<file path="config.mk">
export PLATFORM = sky130hd
export DESIGN_NAME = inference_reader
export DESIGN_NICKNAME = d
export VERILOG_FILES = /design/src/rtl/inference_reader.sv
export SDC_FILE = /design/constraint.sdc
export NUM_CORES = 1
export LEC_CHECK = 0
export BUFFER_PORTS_ARGS = -buffer_cell sky130_fd_sc_hd__buf_2
export CAP_MARGIN = 0
export CORE_ASPECT_RATIO = 1.25
export CORE_MARGIN = 2
export CORE_UTILIZATION = 25
export CTS_CLUSTER_DIAMETER = 200
export CTS_CLUSTER_SIZE = 8
export DETAILED_ROUTE_END_ITERATION = 12
export GPL_TIMING_DRIVEN = 1
export PLACE_DENSITY = 0.45
export SYNTH_ARGS = -nofsm -noshare
export SYNTH_HDL_FRONTEND = slang
export SYNTH_SLANG_ARGS = --single-unit
</file>
<file path="constraint.sdc">
create_clock -name clk -period 3.2 [get_ports clk]
set_input_delay 0.32 -clock clk [delete_from_list [all_inputs] [get_ports clk]]
set_output_delay 0.32 -clock clk [all_outputs]
set_load 0.02 [all_outputs]
</file>
<file path="src/rtl/inference_reader.sv">
// Inference reader: streams words out of a dual-port inference memory into a 2-entry skid FIFO.
// Define INFERENCE_READER_OVF_EN to drop the oldest entry and flag overflow when the writer laps.
module inference_reader #(
    parameter int DATA_W = 4,
    parameter int ADDR_W = 2
) (
    input  logic              clk,
    input  logic              reset_n,
    input  logic              wr_en,
    output logic [ADDR_W-1:0] mem_addr_b,
    output logic              mem_re_b,
    output logic              mem_we_b,
    output logic [DATA_W-1:0] mem_din_b,
    input  logic [DATA_W-1:0] mem_dout_b,
    output logic              out_valid,
    input  logic              out_ready,
    output logic [DATA_W-1:0] out_data,
    output logic [ADDR_W-1:0] out_tag,
    output logic [ADDR_W:0]   count,
    output logic              overflow
);

    localparam logic [ADDR_W:0] L_DEPTH = {1'b1, {ADDR_W{1'b0}}};

    logic [ADDR_W-1:0] r_rd_ptr;
    logic [ADDR_W:0]   r_count;
    logic              r_inflight;
    logic [ADDR_W-1:0] r_fl_tag;
    logic [DATA_W-1:0] r_buf_data [2];
    logic [ADDR_W-1:0] r_buf_tag  [2];
    logic              r_wp;
    logic              r_rp;
    logic [1:0]        r_occ;

    logic              w_pop;
    logic [1:0]        w_load;
    logic              w_issue;
    logic              w_ovf_evt;
    logic              w_adv;

    // Occupancy seen after this cycle's pop, so a draining buffer keeps one read per cycle.
    assign w_pop     = (r_occ != 2'd0) && out_ready;
    assign w_load    = r_occ + {1'b0, r_inflight} - {1'b0, w_pop};
    assign w_issue   = (r_count != '0) && (w_load < 2'd2);
    assign w_ovf_evt = wr_en && (r_count == L_DEPTH) && !w_issue;

`ifdef INFERENCE_READER_OVF_EN
    assign w_adv = w_issue || w_ovf_evt;
`else
    assign w_adv = w_issue;
`endif

    always_ff @(posedge clk or negedge reset_n) begin
        if (!reset_n) begin
            r_rd_ptr   <= '0;
            r_count    <= '0;
            r_inflight <= 1'b0;
            r_fl_tag   <= '0;
        end else begin
            r_inflight <= w_issue;
            if (w_issue) begin
                r_fl_tag <= r_rd_ptr;
            end
            if (w_adv) begin
                r_rd_ptr <= r_rd_ptr + 1'b1;
            end
            if (wr_en && !w_issue && !w_ovf_evt) begin
                r_count <= r_count + 1'b1;
            end else if (!wr_en && w_issue) begin
                r_count <= r_count - 1'b1;
            end
        end
    end

    always_ff @(posedge clk or negedge reset_n) begin
        if (!reset_n) begin
            r_buf_data[0] <= '0;
            r_buf_data[1] <= '0;
            r_buf_tag[0]  <= '0;
            r_buf_tag[1]  <= '0;
            r_wp          <= 1'b0;
            r_rp          <= 1'b0;
            r_occ         <= 2'd0;
        end else begin
            if (r_inflight) begin
                r_buf_data[r_wp] <= mem_dout_b;
                r_buf_tag[r_wp]  <= r_fl_tag;
                r_wp             <= ~r_wp;
            end
            if (w_pop) begin
                r_rp <= ~r_rp;
            end
            r_occ <= r_occ + {1'b0, r_inflight} - {1'b0, w_pop};
        end
    end

`ifdef INFERENCE_READER_OVF_EN
    logic r_overflow;

    always_ff @(posedge clk or negedge reset_n) begin
        if (!reset_n) begin
            r_overflow <= 1'b0;
        end else if (w_ovf_evt) begin
            r_overflow <= 1'b1;
        end
    end

    assign overflow = r_overflow;
`else
    assign overflow = 1'b0;
`endif

    assign mem_addr_b = r_rd_ptr;
    assign mem_re_b   = w_issue;
    assign mem_we_b   = 1'b0;
    assign mem_din_b  = '0;
    assign out_valid  = (r_occ != 2'd0);
    assign out_data   = out_valid ? r_buf_data[r_rp] : '0;
    assign out_tag    = out_valid ? r_buf_tag[r_rp] : '0;
    assign count      = r_count;

endmodule

</file>
* Word-level counts from Yosys, hierarchy flattened
Index checks and enable logic that the tools add are counted.
** Operators by class
- Add/sub/neg operators :: 5
- $lt $le $gt $ge :: 4
- Equality and inequality tests :: 1
- Multiplexer cells :: 16
- Bitwise gates (word level) :: 4
- Reduce and logical (&&, ||, !) cells :: 14
** Operator list (count)
- 4-bit 2-to-1 mux :: 5
- 2-bit 2-to-1 mux :: 5
- 8-bit bitwise mux :: 1
- 1-bit logical AND :: 8
- 3-bit 2-to-1 mux :: 2
- 4-bit bitwise mux :: 1
- 4-bit demux with 1-bit select :: 1
- 2-bit >= comparator, second input constant :: 2
- 1-bit inverter with 2-bit output :: 2
- 2-bit nonzero test :: 2
- 3-bit by 1-bit adder with 3-bit output, second input constant :: 1
- 3-bit == test, second input constant :: 1
- 1-bit logical NOT :: 3
- 3-bit nonzero test :: 1
- 3-bit by 1-bit subtractor with 3-bit output, second input constant :: 1
- 2-bit by 1-bit adder with 2-bit output :: 1
- 2-bit by 1-bit adder with 2-bit output, second input constant :: 1
- 2-bit demux with 1-bit select :: 1
- 2-bit by 1-bit less-than comparator with 1-bit output, second input constant :: 1
- 2-bit less-than comparator, second input constant :: 1
- 1-bit inverter :: 2
- 2-bit by 1-bit subtractor with 2-bit output :: 1
** Storage, ports and cells
- Register bits after elaboration :: 24
- Output and inout port bits :: 19
- Logic and storage cells :: 55

* Longest topological paths before layout
Gate-level depths: netlist of the first run.
- Word-level depth :: 10
- Gate-level depth with buffers :: 13
- Gate-level depth less buffers :: 13

* Worst setup path after synthesis of the first run
Ideal clock, no wire load.
- Path type :: reg-to-reg
- From :: reg r_occ[1]
- To :: reg r_count[1] (netlist: count[1])
- Setup time :: 0.071 ns
- Arrival :: 2.690 ns
- Data required time :: 3.129 ns
- Setup slack :: 0.439 ns
- Stages on the path, launching flop included :: 13
- Path buffers :: 0
- Clock period less this slack :: 2.761 ns
- Path through :: dfrtp_1 -> nor2_1 -> nor2b_1 -> ha_1 -> inv_1 -> ha_1 -> xnor3_2 -> nor2_1 -> o21ai_0 -> fa_1 -> o21ai_0 -> o31a_1 -> nor2_1
** Between the ends
- Cells in the longest elaborated chain, start to end :: 10
- Elaborated cells between the ends (all ways) :: 14
- Those cells by class :: 2 x add/sub; 1 x order compare; 1 x mux; 10 x reduce/logical
** RTL lines
- start, declared :: line 33 : logic [1:0] r_occ;
- start signal, assigned :: line 93 : r_occ <= r_occ + {1'b0, r_inflight} - {1'b0, w_pop};
- 2-bit nonzero test (*) :: line 42 : assign w_pop = (r_occ != 2'd0) && out_ready;
- 1-bit logical AND (*) :: line 42
- net w_pop :: line 35 : logic w_pop;
- 2-bit by 1-bit subtractor with 2-bit output (*) :: line 43 : assign w_load = r_occ + {1'b0, r_inflight} - {1'b0, w_pop};
- 2-bit less-than comparator (*) :: line 44 : assign w_issue = (r_count != '0) && (w_load < 2'd2);
- 1-bit logical AND (*) :: line 44
- 1-bit logical NOT :: line 45, 67
- 1-bit logical AND :: line 45 : assign w_ovf_evt = wr_en && (r_count == L_DEPTH) && !w_issue;
- 1-bit logical NOT :: line 67 : if (wr_en && !w_issue && !w_ovf_evt) begin
- 1-bit logical AND :: line 67
- 3-bit 2-to-1 mux or 2-bit nonzero test (tied branches)
- end signal, assigned :: line 68 : r_count <= r_count + 1'b1;
- end signal, assigned :: line 70 : r_count <= r_count - 1'b1;
- end, declared :: line 26 : logic [ADDR_W:0] r_count;
The timed path passes the listed nets; every way through them passes the cells marked *.
A chain may end at the register's enable or synchronous reset.

* Worst setup path in the final report of the first run
Same ends and word-level chain as after synthesis.

==> summary.md, run 1 <==
| Metric | Value |
|---|---|
| Clock Skew | `between 0.003 and 0.004 ns` |
| Cell chosen for the clock root | `clkbuf_8` |
| Antenna violations before repair | `0` |
| Final setup vio count | `0` |
| Setup TNS | `0 ns` |
| Most common cell after layout, fill and taps aside | `dfrtp_1` |
| WL met2 | `1127 um` |
| Post-CTS setup buffers | `0` |
| Total die area | `~5500 um^2` |
| CTS max path bufs | `2` |
| Critical Path AT | `2.96 ns` |
| NumNets Final | `140` |
| First-pass GRT wire length | `about 3500 um` |
| Syn Inst Count | `108` |
| Total wire length | `2174 um` |
| Yosys warns | `0` |
| Hold Vio Cnt, Final | `0` |
| Relative slew margins | `60.96%` |
| CTS Sinks | `24` |
| Most frequent cells in the layout | `dfrtp_1 (24), buf_2 (20), nor2_1 (14), mux2_2 (11), mux2i_1 (7)` |
| Critical path's largest stage delay | `0.54 ns` |
| Total grt overflow | `0` |
| Crit. End Element | `register` |
| Routability cong. | `0.6549` |
| Cts hold-fix bufs | `0` |
| Area share of the largest cell type after synthesis | `48.88%` |
| Worst r2r src | `r_occ[1]` |
| Routed vias | `just under 800` |
| Residual DRC | `0` |
| Met1 WL | `916 um` |
| Unrepaired setup endpoints after global routing | `false` |
| Peak Freq | `360.5 MHz` |
| Met3 WL | `roughly 110 um` |
| Worst-skew pair later-pin latency | `0.26 ns` |
| DP Wirelength | `around 1600 um` |
| Max-cap viol count | `0` |
| Critical-path cell list | `nor2_1 -> nor2b_1 -> ha_1 -> inv_1 -> ha_1 -> xnor3_2 -> nor2_1 -> o21ai_0 -> fa_1 -> o21ai_0 -> o31a_1 -> nor2_1` |
| Worst min path class | `input pin to async pin` |
| Startpoint Class | `register` |
| Syn_area_per_cell | `11.38 um^2` |
| Drt first-iter violations | `14` |
| Chip Height | `roughly 82 um` |
| Drt via density | `4.218` |
| # port buffers | `20` |
| Seq/Total Area, Yosys | `48.88%` |
| GRT Total Usage | `8.433%` |
| Slowest CP cell | `fa_1` |
| Largest area contributor in the netlist | `dfrtp_1` |
| Worst Reg-to-Reg Cells | `12` |
| Die width | `66.71 um` |
| Storage element area | `600.6 um^2` |
| Top cell by count, worst path | `nor2_1` |
| Core ar. | `4730 um^2` |
| Post_cts resized | `0` |
| Number of global-route vias before repair | `765` |
| Starting density of the core | `25.98%` |
| Minimum clock period | `2.774 ns` |
| Clock-pin slew on the worst setup and hold paths | `approximately 0.080 ns` |
| Final ANT Viol Nets | `0` |
| Worst Hold Margin | `around 0.036 ns` |
| Cts bufs inserted | `3` |
| Area Overhead vs Synth | `16.70%` |
| Critical Path RT | `3.39 ns` |
| I/O Pins | `27` |
| First-pass iteration count of the detailed router | `2` |
| Fin crit share | `slightly below 90%` |
| Crit-path max FO | `10` |
| Syn Std Cell Area | `1229 um^2` |
| Reg2reg setup slack | `0.43 ns` |
| Antenna cells | `0` |
| H-tree Lvls | `1` |
| Fillers | `513` |
| FP Rows | `28` |
| Number of synthesized register bits | `24` |
| Critical path type | `register to register` |
| Share of cells above drive strength 1 | `30.47%` |
| Most area-consuming cells after synthesis | `dfrtp_1 (49%), mux2_2 (10%), mux2i_1 (5.7%)` |
| Yosys cell types | `29` |
| R2R Path End | `count[1]` |
| CTS tree | `yes` |
| Outcome | `complete, no violations` |
| Largest net degree at the start of global routing | `25` |
| Measured slew at the worst slew-check pin | `0.5844 ns` |
| Slew Viols, Final | `0` |
| Multi-input gate area | `556.8 um^2` |
| WL/cell | `~12 um` |
| Highest routing layer actually used | `met4` |
[sequential cells by signal (all words and copies together) (netlist names)]
| signal | flops |
|---|---|
| r_buf_data | 8 |
| mem_addr_b | 2 |
| count | 3 |
| r_inflight | 1 |
| r_fl_tag | 2 |
| r_rp | 1 |
| r_wp | 1 |
| r_occ | 2 |
| r_buf_tag | 4 |
[worst max path at each step]
stage                  start       end  slack [ns]  cells past startpoint
floorplan           r_occ[1]  count[1]        0.44                     12
global placement    r_occ[1]  count[1]        0.53                     12
detailed placement  r_occ[1]  count[1]        0.40                     12
CTS                 r_occ[1]  count[1]        0.38                     12
global route        r_occ[1]  count[2]        0.23                     12
finish              r_occ[1]  count[1]        0.43                     12
[stage by stage]
step           utilization (%)  worst slack (ns)  instances  cell area, um^2
2_1_floorplan                -            0.4391        113             1247
3_3_place_gp             28.81            0.5324        184             1363
3_5_place_dp             28.81            0.4002        184             1363
4_1_cts                  30.32            0.3805        188             1434
5_1_grt                  30.32            0.2288        188             1434
6_report                 30.32            0.4257        188             1434
[metal layers]
layer / up-vias / GRT usage (%)
met1: 382 / 9.540
met4: 0 / 3.061
met5: - / 0
li1: 392 / -
met3: 2 / 2.033
met2: 17 / 15.30
[cell type report]
cell class	count	area share (%)
sequential	24	41.88
clock buffer	3	2.880
tap	60	5.236
inverter	6	1.571
multi-input combinational	73	38.83
clock inverter	1	2.094
timing repair buffer	21	7.504
[cells by family after synthesis]
kind of cell | share of synthesized area [%]
adders and majority gates | 3.666
muxes | 17.01
DFF | 48.88
and+or+nand+nor | 10.90
buffers and inverters | 7.331
xor gates and xnor gates | 6.925
other | 0.3052
AOI/OAI and AO/OA | 4.991
[critical path: cells and delay by family (launching register included)]
| kind | cells | cell delay [ns] |
|---|---|---|
| XOR/XNOR | 1 | 0.36 |
| AO/OA/AOI/OAI | 3 | 0.46 |
| adder cells (fa/ha/maj) | 3 | 0.98 |
| flip-flops | 1 | 0.40 |
| AND/OR/NAND/NOR | 4 | 0.45 |
| buffers and inverters | 1 | 0.05 |
[synth_stat cells, drive strengths merged]
cell type  number
dfrtp          24
nor2           14
mux2           12
buf             7
mux2i           7
inv             6
nand2           5
o21ai           4
xor2            4
clkbuf          3
nor2b           3
xnor2           3
ha              2
nor4            2
a21o            1
a32oi           1
and3            1
conb            1
fa              1
nand3           1
nand3b          1
nor3            1
o211ai          1
o311ai          1
o31a            1
xnor3           1
Power of run 1 is left out: the tool's default activity adds up to more than one toggle a clock period on the data nets, which glitch-free logic cannot reach.
==> inputs of run 2 (changes only) <==
CELL_PAD_IN_SITES_DETAIL_PLACEMENT = 1   (was unset)
CELL_PAD_IN_SITES_GLOBAL_PLACEMENT = 1   (was unset)
PLACE_DENSITY = 0.54   (was 0.45)
==> run 2 against run 1 <==
  * Critical path depth unchanged
  * Maximum frequency decreased by 0.94%
  * Non-clock buffer count unchanged
==> summary.md, run 2 (same netlist as run 1, synthesis figures left out) <==
| Metric | Value |
|---|---|
| Outcome | `complete, no violations` |
| Starting density of the core | `25.98%` |
| Peak Freq | `357.1 MHz` |
| Startpoint Class | `register` |
| Measured slew at the worst slew-check pin | `around 0.57 ns` |
| Clock-pin slew on the worst setup and hold paths | `0.08 ns` |
| Max-cap viol count | `0` |
| Worst Reg-to-Reg Cells | `12` |
| Total die area | `5495 um^2` |
| CTS tree | `yes` |
| Worst min path class | `input pin to async pin` |
| First-pass GRT wire length | `3974 um` |
| Met1 WL | `897 um` |
| Antenna cells | `0` |
| Area Overhead vs Synth | `15.38%` |
| Worst-skew pair later-pin latency | `~0.26 ns` |
| Total wire length | `2374 um` |
| Slowest CP cell | `fa_1` |
| Drt first-iter violations | `40` |
| Crit. End Element | `register` |
| NumNets Final | `140` |
| WL met2 | `1318 um` |
| Unrepaired setup endpoints after global routing | `false` |
| Routability cong. | `0.6657` |
| Setup WS pre-CTS | `~0.36 ns` |
| Highest routing layer actually used | `met4` |
| First-pass iteration count of the detailed router | `2` |
| Critical Path RT | `about 3.4 ns` |
| Cts bufs inserted | `3` |
| Critical Path AT | `3.00 ns` |
| WL/cell | `around 13 um` |
| Hold Vio Cnt, Final | `0` |
| Cts hold-fix bufs | `0` |
| H-tree Lvls | `1` |
| Reg2reg setup slack | `0.40 ns` |
| CTS Sinks | `24` |
| Clock Skew | `0.001957 ns` |
| R2R Path End | `count[1]` |
| Setup TNS | `0 ns` |
| Cell chosen for the clock root | `clkbuf_8` |
| Die width | `66.71 um` |
| Residual DRC | `0` |
| Critical path type | `register to register` |
| Drt via density | `4.340` |
| Number of global-route vias before repair | `between 800 and 900` |
| Relative slew margins | `61.96%` |
| FP Rows | `28` |
| Share of cells above drive strength 1 | `between 30 and 40%` |
| Critical-path cell list | `nor2_1 -> nor2b_1 -> ha_1 -> inv_1 -> ha_1 -> xnor3_2 -> nor2_1 -> o21ai_0 -> fa_1 -> o21ai_0 -> o31a_1 -> nor2_1` |
| Minimum clock period | `2.801 ns` |
| Final Worst Setup Slack | `0.3993 ns` |
| Final ANT Viol Nets | `0` |
| Chip Height | `82.38 um` |
| Slew Viols, Final | `0` |
| Antenna violations before repair | `0` |
| Largest register FFs | `8` |
| Top cell by count, worst path | `nor2_1` |
| Met3 WL | `122 um` |
| Crit-path max FO | `10` |
| DP Wirelength | `1834 um` |
| # port buffers | `20` |
| GRT Total Usage | `about a tenth` |
| Most common cell after layout, fill and taps aside | `dfrtp_1` |
| Post-CTS setup buffers | `0` |
| Total grt overflow | `0` |
| Most frequent cells in the layout | `dfrtp_1 (24), buf_2 (20), nor2_1 (14), mux2_2 (11), mux2i_1 (7)` |
| Largest net degree at the start of global routing | `25` |
| Post_cts resized | `0` |
| I/O Pins | `27` |
| Final setup vio count | `0` |
| Largest reg by FF count | `r_buf_data` |
| Core ar. | `approximately 4700 um^2` |
| Worst r2r src | `r_occ[1]` |
| Fin crit share | `87.52%` |
| Routed vias | `between 800 and 900` |
| CTS max path bufs | `2` |
| Critical path's largest stage delay | `0.55 ns` |
==> run 2: changes by cell type in the layout (fill, tap and decap cells not counted), sizes merged <==
cell	change
clkbuf	+1
bufinv	-1
==> run 2: layer usage <==
layer | GRT usage (%) | vias up
met4 | 4.898 | 0
met3 | 2.168 | 4
met5 | 0 | -
li1 | - | 392
met2 | 17.70 | 19
met1 | 10.49 | 401
==> run 2: how the worst max path moves through the flow <==
stage / start / end / slack [ns] / cells after the start
2_1_floorplan: r_occ[1] / count[1] / 0.44 / 12
3_3_place_gp: r_occ[1] / count[1] / 0.50 / 12
3_5_place_dp: r_occ[1] / count[1] / 0.36 / 12
4_1_cts: r_occ[1] / count[1] / 0.34 / 12
5_1_grt: r_occ[1] / count[1] / 0.10 / 12
6_report: r_occ[1] / count[1] / 0.40 / 12
==> run 2: area by class of cell <==
cell class / count / area, um^2
Clock buffer: 4 / 55.05
Fill cell: 556 / 3312
Inverter: 6 / 22.52
Multi-Input combinational cell: 73 / 556.8
Sequential cell: 24 / 600.6
Tap cell: 60 / 75.07
Timing Repair Buffer: 21 / 107.6
==> run 2: worst max-delay path, delay by kind of cell (launching register included) <==
family / cells / cell delay, ns
adder cells (fa/ha/maj): 3 / 1.00
AO/OA/AOI/OAI: 3 / 0.45
AND/OR/NAND/NOR: 4 / 0.42
flip-flops: 1 / 0.42
XOR/XNOR: 1 / 0.37
buffers and inverters: 1 / 0.06
==> run 2: per-stage QoR <==
step	hold WS (ns)	area, um^2	instances	utilization (%)
3_3_place_gp	0.3323	1363	184	28.81
6_report	0.03053	1418	188	29.97
5_1_grt	0.05465	1418	188	29.97
2_1_floorplan	0.02441	1247	113	-
4_1_cts	0.04127	1418	188	29.97
3_5_place_dp	0.3411	1363	184	28.81
Power of run 2 is left out for the same reason.
